File: src/rtl/ir_tx_pkg.sv
// rtl/ir_tx_pkg.sv - shared timing table, state encoding and helpers for the IR packet transmitter
package ir_tx_pkg;

    typedef struct packed {
        logic [31:0] carrier_hz;
        logic [7:0]  start_len;
        logic [7:0]  gap_len;
        logic [7:0]  select_len;
        logic [7:0]  assert_len;
        logic [7:0]  deassert_len;
    } car_timing_t;

    // Upper four entries mirror the lower four so a 3-bit car index never leaves the table.
    localparam car_timing_t CAR_TIMING [0:7] = '{
        '{32'd36000, 8'd191, 8'd25, 8'd47, 8'd47, 8'd22},
        '{32'd40000, 8'd88,  8'd40, 8'd22, 8'd44, 8'd22},
        '{32'd37500, 8'd88,  8'd40, 8'd44, 8'd44, 8'd22},
        '{32'd36000, 8'd192, 8'd24, 8'd24, 8'd48, 8'd24},
        '{32'd36000, 8'd191, 8'd25, 8'd47, 8'd47, 8'd22},
        '{32'd40000, 8'd88,  8'd40, 8'd22, 8'd44, 8'd22},
        '{32'd37500, 8'd88,  8'd40, 8'd44, 8'd44, 8'd22},
        '{32'd36000, 8'd192, 8'd24, 8'd24, 8'd48, 8'd24}
    };

    typedef enum logic [2:0] {
        IDLE   = 3'd0,
        START  = 3'd1,
        GAP    = 3'd2,
        SELECT = 3'd3,
        BIT    = 3'd4,
        DONE   = 3'd5
    } tx_state_t;

    // Largest carrier half-period in the table, used to size the carrier counter.
    function automatic int max_half_period(input int sys_hz);
        int m;
        m = 1;
        for (int i = 0; i < 8; i++) begin
            if (sys_hz / (2 * int'(CAR_TIMING[i].carrier_hz)) > m) begin
                m = sys_hz / (2 * int'(CAR_TIMING[i].carrier_hz));
            end
        end
        return m;
    endfunction

endpackage

File: src/rtl/ir_packet_tx_if.sv
// rtl/ir_packet_tx_if.sv - controller-side bundle of the IR packet transmitter
interface ir_packet_tx_if #(
    parameter int CMD_LEN   = 4,
    parameter int CAR_COUNT = 4
);
    localparam int SEL_W = (CAR_COUNT > 1) ? $clog2(CAR_COUNT) : 1;

    logic               enable;
    logic               send_now;
    logic [CMD_LEN-1:0] command;
    logic [SEL_W-1:0]   car_sel;
    logic [SEL_W-1:0]   leds;
    logic               busy;
    logic               packet_done;
    logic               ir_led;

    modport master (
        output enable, send_now, command, car_sel,
        input  leds, busy, packet_done, ir_led
    );

    modport slave (
        input  enable, send_now, command, car_sel,
        output leds, busy, packet_done, ir_led
    );
endinterface

File: src/rtl/ir_carrier_gen.sv
// rtl/ir_carrier_gen.sv - square-wave carrier with runtime half-period and phase reset
module ir_carrier_gen #(
    parameter int W = 11
) (
    input  logic         clk,
    input  logic         rst,
    input  logic [W-1:0] half_period,
    input  logic         phase_reset,
    output logic         level,
    output logic         period_end
);
    logic [W-1:0] cnt;
    logic         half_end;

    // >= keeps the counter bounded if the half-period shrinks while counting.
    assign half_end   = (cnt >= half_period - W'(1));
    assign period_end = half_end && !level;

    // Count out each half; phase reset restarts at the beginning of a high half.
    always_ff @(posedge clk or posedge rst) begin
        if (rst) begin
            cnt   <= '0;
            level <= 1'b1;
        end else if (phase_reset) begin
            cnt   <= '0;
            level <= 1'b1;
        end else if (half_end) begin
            cnt   <= '0;
            level <= ~level;
        end else begin
            cnt <= cnt + W'(1);
        end
    end
endmodule

File: src/rtl/ir_packet_tx.sv
// rtl/ir_packet_tx.sv - periodic / on-demand IR packet transmitter top
module ir_packet_tx
    import ir_tx_pkg::*;
#(
    parameter int SYS_CLK_FREQ_HZ           = 100000000,
    parameter int TRANSMISSION_FREQUENCY_HZ = 10,
    parameter int CAR_COUNT                 = 4,
    parameter int CMD_LEN                   = 4,
    parameter int SEND_ON_CHANGE            = 1
) (
    input logic           clk,
    input logic           rst,
    ir_packet_tx_if.slave bus
);
    localparam int PERIOD = SYS_CLK_FREQ_HZ / TRANSMISSION_FREQUENCY_HZ;
    localparam int TICK_W = (PERIOD > 1) ? $clog2(PERIOD) : 1;
    localparam int CW     = $clog2(max_half_period(SYS_CLK_FREQ_HZ) + 1);
    localparam int SEL_W  = (CAR_COUNT > 1) ? $clog2(CAR_COUNT) : 1;

    tx_state_t          state;
    logic [TICK_W-1:0]  tick_cnt;
    logic [7:0]         burst_cnt;
    logic [2:0]         bit_idx;
    logic               select_done;
    logic               pending;
    logic [CMD_LEN-1:0] last_cmd;
    logic [2:0]         car_idx;
    logic [SEL_W-1:0]   leds_q;

    logic               tick;
    logic               req;
    logic               change;
    logic [2:0]         new_car;
    logic [7:0]         cmd_pad;
    logic [7:0]         seg_len;
    logic               seg_end;
    logic [CW-1:0]      half_tab [0:7];
    logic               carrier_level;
    logic               period_end;
    logic               burst_phase;

    assign tick    = (tick_cnt == TICK_W'(PERIOD - 1)) && bus.enable;
    assign req     = tick || bus.send_now;
    assign change  = (SEND_ON_CHANGE != 0) && (bus.command != last_cmd);
    assign new_car = (int'(bus.car_sel) < CAR_COUNT) ? 3'(bus.car_sel) : 3'd0;
    assign cmd_pad = 8'(last_cmd);

    // Half-periods are fixed per table entry, so they fold into constants.
    for (genvar g = 0; g < 8; g++) begin : g_half
        assign half_tab[g] = CW'(SYS_CLK_FREQ_HZ / (2 * int'(CAR_TIMING[g].carrier_hz)));
    end

    ir_carrier_gen #(.W(CW)) u_carrier (
        .clk         (clk),
        .rst         (rst),
        .half_period (half_tab[car_idx]),
        .phase_reset ((state == IDLE) || (state == DONE)),
        .level       (carrier_level),
        .period_end  (period_end)
    );

    // Period tick counter free-runs regardless of ENABLE.
    always_ff @(posedge clk or posedge rst) begin
        if (rst) begin
            tick_cnt <= '0;
        end else if (tick_cnt == TICK_W'(PERIOD - 1)) begin
            tick_cnt <= '0;
        end else begin
            tick_cnt <= tick_cnt + TICK_W'(1);
        end
    end

    // Length of the current segment in carrier periods for the latched car.
    always_comb begin
        seg_len = 8'd0;
        case (state)
            START:   seg_len = CAR_TIMING[car_idx].start_len;
            GAP:     seg_len = CAR_TIMING[car_idx].gap_len;
            SELECT:  seg_len = CAR_TIMING[car_idx].select_len;
            BIT:     seg_len = cmd_pad[bit_idx] ? CAR_TIMING[car_idx].assert_len
                                                : CAR_TIMING[car_idx].deassert_len;
            default: seg_len = 8'd0;
        endcase
    end

    assign seg_end = period_end && (burst_cnt == seg_len - 8'd1);

    // Packet sequencer: start/select/bit bursts separated by gaps, then DONE.
    always_ff @(posedge clk or posedge rst) begin
        if (rst) begin
            state       <= IDLE;
            burst_cnt   <= 8'd0;
            bit_idx     <= 3'd0;
            select_done <= 1'b0;
            pending     <= 1'b0;
            last_cmd    <= '0;
            car_idx     <= 3'd0;
        end else begin
            case (state)
                IDLE, DONE: begin
                    if (req || (state == IDLE && change) || (state == DONE && pending)) begin
                        state       <= START;
                        car_idx     <= new_car;
                        last_cmd    <= bus.command;
                        burst_cnt   <= 8'd0;
                        bit_idx     <= 3'd0;
                        select_done <= 1'b0;
                    end else begin
                        state <= IDLE;
                    end
                    pending <= 1'b0;
                end
                default: begin
                    if (req) begin
                        pending <= 1'b1;
                    end
                    if (period_end) begin
                        if (seg_end) begin
                            burst_cnt <= 8'd0;
                            case (state)
                                START:  state <= GAP;
                                GAP:    state <= select_done ? BIT : SELECT;
                                SELECT: begin
                                    state       <= GAP;
                                    select_done <= 1'b1;
                                end
                                BIT: begin
                                    if (bit_idx == 3'(CMD_LEN - 1)) begin
                                        state <= DONE;
                                    end else begin
                                        bit_idx <= bit_idx + 3'd1;
                                        state   <= GAP;
                                    end
                                end
                                default: state <= IDLE;
                            endcase
                        end else begin
                            burst_cnt <= burst_cnt + 8'd1;
                        end
                    end
                end
            endcase
        end
    end

    // Car switches mirrored to the LEDs one cycle later.
    always_ff @(posedge clk or posedge rst) begin
        if (rst) begin
            leds_q <= '0;
        end else begin
            leds_q <= bus.car_sel;
        end
    end

    assign burst_phase     = (state == START) || (state == SELECT) || (state == BIT);
    assign bus.ir_led      = burst_phase && carrier_level;
    assign bus.busy        = (state != IDLE);
    assign bus.packet_done = (state == DONE);
    assign bus.leds        = leds_q;
endmodule

File: src/flat_wrapper.sv
// flat-port wrapper written by rule: the top's interface ports become plain ports
module ir_packet_tx_flat import ir_tx_pkg::*;
#(
    parameter int SYS_CLK_FREQ_HZ           = 100000000,
    parameter int TRANSMISSION_FREQUENCY_HZ = 10,
    parameter int CAR_COUNT                 = 4,
    parameter int CMD_LEN                   = 4,
    parameter int SEND_ON_CHANGE            = 1
)
  (clk, rst, bus_enable, bus_send_now, bus_command, bus_car_sel, bus_leds, bus_busy, bus_packet_done, bus_ir_led);
  ir_packet_tx_if #(.CMD_LEN(CMD_LEN), .CAR_COUNT(CAR_COUNT)) bus_i ();
  input logic clk;
  input logic rst;
  input wire logic [$bits(bus_i.enable)-1:0] bus_enable;
  input wire logic [$bits(bus_i.send_now)-1:0] bus_send_now;
  input wire logic [$bits(bus_i.command)-1:0] bus_command;
  input wire logic [$bits(bus_i.car_sel)-1:0] bus_car_sel;
  output wire logic [$bits(bus_i.leds)-1:0] bus_leds;
  output wire logic [$bits(bus_i.busy)-1:0] bus_busy;
  output wire logic [$bits(bus_i.packet_done)-1:0] bus_packet_done;
  output wire logic [$bits(bus_i.ir_led)-1:0] bus_ir_led;
  assign bus_i.enable = bus_enable;
  assign bus_i.send_now = bus_send_now;
  assign bus_i.command = bus_command;
  assign bus_i.car_sel = bus_car_sel;
  assign bus_leds = bus_i.leds;
  assign bus_busy = bus_i.busy;
  assign bus_packet_done = bus_i.packet_done;
  assign bus_ir_led = bus_i.ir_led;
  ir_packet_tx #(.SYS_CLK_FREQ_HZ(SYS_CLK_FREQ_HZ), .TRANSMISSION_FREQUENCY_HZ(TRANSMISSION_FREQUENCY_HZ), .CAR_COUNT(CAR_COUNT), .CMD_LEN(CMD_LEN), .SEND_ON_CHANGE(SEND_ON_CHANGE)) u_core (.clk(clk), .rst(rst), .bus(bus_i));
endmodule
File: config.mk
export PLATFORM = sky130hd
export DESIGN_NAME = ir_packet_tx_flat
export DESIGN_NICKNAME = d
export VERILOG_FILES = /design/src/rtl/ir_tx_pkg.sv /design/src/rtl/ir_packet_tx_if.sv /design/src/rtl/ir_carrier_gen.sv /design/src/rtl/ir_packet_tx.sv /design/src/flat_wrapper.sv
export SDC_FILE = /design/constraint.sdc
export NUM_CORES = 1
export LEC_CHECK = 0
export ABC_AREA = 1
export CAP_MARGIN = 20
export CORE_ASPECT_RATIO = 1.25
export CORE_UTILIZATION = 25
export DETAILED_ROUTE_END_ITERATION = 8
export SLEW_MARGIN = 5
export SYNTH_ARGS = -nofsm -noshare
export SYNTH_HDL_FRONTEND = slang
export SYNTH_SLANG_ARGS = --single-unit
export TNS_END_PERCENT = 5
File: constraint.sdc
create_clock -name clk -period 2.5 [get_ports clk]
set_clock_uncertainty 0.1 [all_clocks]
set_input_delay 0.375 -clock clk [delete_from_list [all_inputs] [get_ports clk]]
set_output_delay 0.375 -clock clk [all_outputs]
set_load 0.03 [all_outputs]
==> results_dict.tcl, run 1 <==
set metrics [dict create \
    arrival_ns 2.80 \
    detail_route.vias_per_cell 4.36 \
    tightest_slew_ns 0.576 \
    synth_top_cell_by_area "dfrtp_1" \
    yosysWarningCount 0 \
    drt_first_pass_iters 4 \
    rows 51 \
    wirelength_um 9720 \
    final_max_slew_viol_count 0 \
    synthArstFlopShare_pct 100 \
    syn_nets 576 \
    seq_area_frac_synth_pct 37.1 \
    fmax_ghz 0.373 \
    end_kind "flip-flop" \
    grtUsageTotal_pct 12.7 \
    rsz0062_at_grt "true" \
    hp-class "input pin to asynchronous set/reset pin" \
    stdcell_area_um2 5460 \
    slew_headroom_pct 61.2 \
    cts_tree "built" \
    synth_xor_area_share_pct 5.63 \
    synth_ff_type "dfrtp_1" \
    yosys.area_share.simple_pct 33.0 \
    cts.clk_slew.worst_paths_ns 0.06 \
    hpwlAfterDp_um 7420 \
    synth_area_leaders "dfrtp_1, nand2_1, inv_1" \
    cts_buffers 9 \
    syn_inst 544 \
    grt_pass1_wl_um 16700 \
    crit_fanout 7 \
    synth_top_family_by_area "simple AND/OR/NAND/NOR gates" \
    gp_congestion 0.847 \
    layout_common_cells "nand2_1, inv_1, buf_4" \
    start_util_pct 25.8 \
    die_area_um2 16700 \
    drc 0 \
    synth_edf_count 0 \
    synth_compound_area_share_pct 8.01 \
    root_buffer "clkbuf_16" \
    power_mw 6.19 \
    grt_pass1_vias 3719 \
    drt_iter0_drc 170 \
    placed_cell_area_um2 4960 \
    grt-ovfl-total 0 \
    worstPathRequired_ns 2.62 \
    setup_violations 15 \
    grt_start_max_net_pins 49 \
    n_antenna_cell 0 \
    routedWlPerCell_um 11.4 \
    clk_path_buf_depth 2 \
    finalCoreUtilization_pct 34.8 \
    cp-startpoint "u_core.bit_idx[0]$_DFFE_PP0P_" \
    violations "setup timing" \
    drive_gt1_share_pct 23.9 \
    timing.final.hold_violations 0 \
    grt_antenna_before_repair 0 \
    synth_cell_type_count 41 \
    pwr_density_cell_nw_per_um2 1140 \
    vias 3715 \
    synthAdderAreaFrac_pct 6.80 \
    setup.worst_path.class "flip-flop to flip-flop" \
    ys_ff_latch 60 \
    final_nets 668 \
    syn_area_um2 4050 \
    period_share_pct 107 \
    die_w_um 116 \
    cap_violations 0 \
    r2r-start "u_core.bit_idx[0]$_DFFE_PP0P_" \
    synthMuxAreaShare_pct 0 \
    clk_latency_ns 0.33 \
    status "complete, but fails checks" \
    syn_to_final_growth_pct 34.9 \
    pin_count 15 \
    core_um2 15700 \
    cp-start-kind "flip-flop" \
    syn_area_per_cell_um2 7.44 \
    hold_slack_ns 0.219 \
    synth_top_area_share_pct 36.5 \
    ctsHoldBuffers 0 \
    die_y_um 144 \
    p_leak_nw 2.57 \
    min_period_ns 2.68 \
    postRouteAntennaNets 0 \
    h-tree-depth 3 \
    setup_slack_ns -0.183 \
    numPortBuffers 14 \
    ir_drop_mv 0.413 \
    final_common_cell "nand2_1" \
    cts_sinks 60 \
]
-- state kept, by name, summed over array words and instances (netlist names), 2 cells and up --
| name | flops |
|---|---|
| u_core.car_idx | 2 |
| u_core.bit_idx | 3 |
| u_core.tick_cnt | 24 |
| u_core.last_cmd | 4 |
| u_core.burst_cnt | 8 |
| u_core.u_carrier.cnt | 11 |
| u_core.state | 3 |
| u_core.bus.leds | 2 |
-- what timing repair did --
action / 4_1_cts / 5_1_grt
setup buffers: 1 / 6
cloned: 1 / 0
gates resized for setup: 7 / 30
pin swaps: 4 / 15
setup endpoints to repair: 16 / 19
-- routing by layer --
layer,part of all wire (%),vias up,GRT usage [%]
li1,-,1948,-
met1,43,1695,14.4
met2,52,51,23.3
met3,2.5,21,1.59
met4,2.1,0,6.01
met5,0,-,0
-- worst max-delay path, stage by stage (launching register included) --
cell	delay [ns]
dfrtp_1	0.42
inv_2	0.07
nand2_2	0.06
nand3_2	0.08
nand2_4	0.12
buf_6	0.11
nand3_4	0.07
nand2_4	0.10
nand2_4	0.05
ha_4	0.26
xor2_1	0.14
nand2_1	0.06
nor2_1	0.11
nand2_1	0.06
nor2_1	0.08
nand3_1	0.08
nor2_1	0.11
nand2_2	0.11
nand2_4	0.15
nand3_4	0.09
nand2_2	0.10
nand2_2	0.04
-- metrics by stage --
stage               cells  setup slack, ns  TNS, ns
floorplan             544           0.0224        0
global placement      829           -0.114    -1.16
detailed placement    829           -0.174    -1.91
CTS                   846           -0.133    -1.50
global route          852           -0.410    -5.51
finish                852           -0.183    -1.98
-- Yosys cell counts, types with 2 or more instances --
| library cell | number |
|---|---|
| a21oi_1 | 19 |
| a22oi_1 | 2 |
| clkbuf_1 | 3 |
| dfrtp_1 | 59 |
| ha_1 | 22 |
| inv_1 | 78 |
| inv_2 | 12 |
| nand2_1 | 114 |
| nand2_2 | 6 |
| nand2_4 | 3 |
| nand3_1 | 43 |
| nand3_2 | 2 |
| nand4_1 | 20 |
| nor2_1 | 55 |
| nor2_2 | 7 |
| nor3_1 | 13 |
| nor3b_1 | 2 |
| nor4_1 | 6 |
| o21ai_0 | 29 |
| o21ai_1 | 2 |
| o22ai_1 | 3 |
| xnor2_1 | 9 |
| xor2_1 | 17 |
-- final cells by class --
class	count	area [um^2]
fill	1672	10200
multi-input combinational	389	2320
sequential	60	1500
timing repair buffer	85	713
inverter	91	342
clock buffer	12	267
tap	212	265
clock inverter	3	45.0
-- cell families (layout without fill, tap and decap cells) --
kind of cell,after synthesis,after routing
AO/OA/AOI/OAI,59,59
adder cells (fa/ha/maj),22,22
other,1,1
buffers and inverters,96,191
flip-flops,60,60
AND/OR/NAND/NOR,280,281
XOR/XNOR,26,26
-- power breakdown --
part	internal (mW)	leakage [nW]	switching [mW]
Clock	0.847	0.147	0.442
Combinational	1.64	1.63	2.00
Sequential	1.14	0.792	0.125
-- worst paths after layout --
path | end | slack, ns | cells past startpoint
max | u_core.bit_idx[0]$_DFFE_PP0P_ | -0.18 | 21
min reg2reg | u_core.tick_cnt[0]$_DFF_PP0_ | 0.36 | 1
max reg2reg | u_core.bit_idx[0]$_DFFE_PP0P_ | -0.18 | 21
min | u_core.u_carrier.cnt[6]$_DFF_PP0_ | 0.22 | 2
min in group clk | u_core.tick_cnt[0]$_DFF_PP0_ | 0.36 | 1
max in group asynchronous | u_core.tick_cnt[5]$_DFF_PP0_ | 1.54 | 3
Note: power is estimated with default switching activity, not from simulation.
==> run 2: changes to the inputs <==
- MAX_ROUTING_LAYER: unset -> met4
==> results_dict.tcl, run 2 (synthesis gave the netlist of run 1 again) <==
set metrics [dict create \
    core_um2 15700 \
    rsz0062_at_grt "true" \
    die_area_um2 16700 \
    timing.final.hold_violations 0 \
    final_common_cell "nand2_1" \
    grt_start_max_net_pins 49 \
    h-tree-depth 3 \
    largest_reg_flops 24 \
    vias 3724 \
    cts_buffers 9 \
    postRouteAntennaNets 0 \
    numPortBuffers 14 \
    routedWlPerCell_um 11.4 \
    setup_slack_ns -0.162 \
    grtUsageTotal_pct 13.1 \
    end_kind "flip-flop" \
    cp_cell_sequence "inv_2 -> nand2_2 -> nand3_2 -> nand2_4 -> buf_6 -> nand3_4 -> nand2_4 -> nand2_4 -> ha_4 -> xor2_1 -> nand2_1 -> nor2_1 -> nand2_1 -> nor2_1 -> nand3_1 -> nor2_1 -> nand2_2 -> nand2_4 -> nand3_4 -> nand2_2 -> nand2_2" \
    drive_gt1_share_pct 23.9 \
    detail_route.vias_per_cell 4.37 \
    die_w_um 116 \
    rows 51 \
    final_max_slew_viol_count 0 \
    violations "setup timing" \
    status "complete, but fails checks" \
    power_mw 6.19 \
    max_flop_register "u_core.tick_cnt" \
    n_fill_cell 1672 \
    n_antenna_cell 0 \
    reg2reg_slack_ns -0.16 \
    die_y_um 144 \
    p_leak_nw 2.57 \
    hpwlAfterDp_um 7420 \
    ctsHoldBuffers 0 \
    min_period_ns 2.66 \
    grt_pass1_vias 3724 \
    cp-start-kind "flip-flop" \
    clk_latency_ns 0.33 \
    final_nets 668 \
    cts.clk_slew.worst_paths_ns 0.05 \
    ir_drop_mv 0.412 \
    grt_pass1_wl_um 16700 \
    wirelength_um 9710 \
    drt_first_pass_iters 4 \
    pin_count 15 \
    tightest_slew_ns 0.576 \
    clk_path_buf_depth 2 \
    syn_to_final_growth_pct 34.9 \
    worstPathRequired_ns 2.62 \
    hp-class "input pin to asynchronous set/reset pin" \
    stdcell_area_um2 5460 \
    start_util_pct 25.8 \
    setup.worst_path.class "flip-flop to flip-flop" \
    drt_iter0_drc 167 \
    seqCellArea_um2 1500 \
    placed_cell_area_um2 4960 \
    layout_common_cells "nand2_1, inv_1, buf_4" \
    pwr_density_cell_nw_per_um2 1130 \
    setup_violations 14 \
    grt_antenna_before_repair 0 \
    crit_fanout 7 \
    fmax_ghz 0.376 \
    drc 0 \
    root_buffer "clkbuf_16" \
    reg.largest.list "u_core.tick_cnt (24), u_core.u_carrier.cnt (11), u_core.burst_cnt (8)" \
    slowest_stage "dfrtp_1" \
    multiInputGateArea_um2 2320 \
    cts_sinks 60 \
    gp_congestion 0.860 \
    cap_violations 0 \
    arrival_ns 2.79 \
    cts_tree "built" \
    grt-ovfl-total 0 \
    slew_headroom_pct 61.2 \
    period_share_pct 106 \
    max_stage_delay_ns 0.42 \
]
## run 2: cell counts in the layout (fill, tap and decap cells not counted)
No cell type changed its count.
## run 2: what timing repair did
action | CTS | global route
cloned | 1 | 0
setup endpoints to repair | 16 | 19
setup buffers | 1 | 6
gates resized for setup | 7 | 30
hold endpoints to repair | 0 | 0
pin swaps | 4 | 15
## run 2: per-layer routing
metal | global-route usage (%) | wire length [um] | up-vias
met1 | 14.4 | 4200 | 1706
met2 | 23.3 | 5060 | 46
li1 | - | - | 1953
met4 | 6.01 | 240 | 0
met5 | - | 0 | -
met3 | 1.72 | 204 | 19
## run 2: path summary, 6_finish.rpt
kind                                                from                                 to  depth (start not counted)
hold reg to reg             u_core.tick_cnt[0]$_DFF_PP0_       u_core.tick_cnt[0]$_DFF_PP0_                          1
setup / recovery           u_core.bit_idx[0]$_DFFE_PP0P_      u_core.bit_idx[0]$_DFFE_PP0P_                         21
setup reg to reg           u_core.bit_idx[0]$_DFFE_PP0P_      u_core.bit_idx[0]$_DFFE_PP0P_                         21
max in group asynchronous                            rst       u_core.tick_cnt[5]$_DFF_PP0_                          3
min in group clk            u_core.tick_cnt[0]$_DFF_PP0_       u_core.tick_cnt[0]$_DFF_PP0_                          1
hold / removal                                       rst  u_core.u_carrier.cnt[6]$_DFF_PP0_                          2
## run 2: worst max-delay path, delay by kind of cell (launching register included)
family	cells	cell delay [ns]
DFF	1	0.42
and+or+nand+nor	17	1.46
xor gates and xnor gates	1	0.15
buffers and inverters	2	0.18
adders and majority gates	1	0.26
## run 2: area by class of cell
class,instances,area share [%]
Inverter,91,6.26
Timing Repair Buffer,85,13.1
Clock inverter,3,0.825
Sequential cell,60,27.5
Tap cell,212,4.86
Clock buffer,12,4.88
Multi-Input combinational cell,389,42.6
## run 2: where the power goes
| part | internal, mW | switching (mW) |
|---|---|---|
| sequential | 1.14 | 0.125 |
| combinational | 1.64 | 2.00 |
| clock | 0.847 | 0.444 |
| total | 3.63 | 2.56 |
## run 2: stage by stage
step / util (%) / hold WS, ns / setup WS, ns / setup TNS [ns] / std cells
6_report: 34.8 / 0.214 / -0.162 / -1.66 / 852
4_1_cts: 33.8 / 0.226 / -0.133 / -1.50 / 846
3_3_place_gp: 31.6 / 0.354 / -0.114 / -1.16 / 829
3_5_place_dp: 31.6 / 0.359 / -0.174 / -1.91 / 829
2_1_floorplan: - / 0.306 / 0.0224 / 0 / 544
5_1_grt: 34.8 / 0.256 / -0.410 / -5.51 / 852
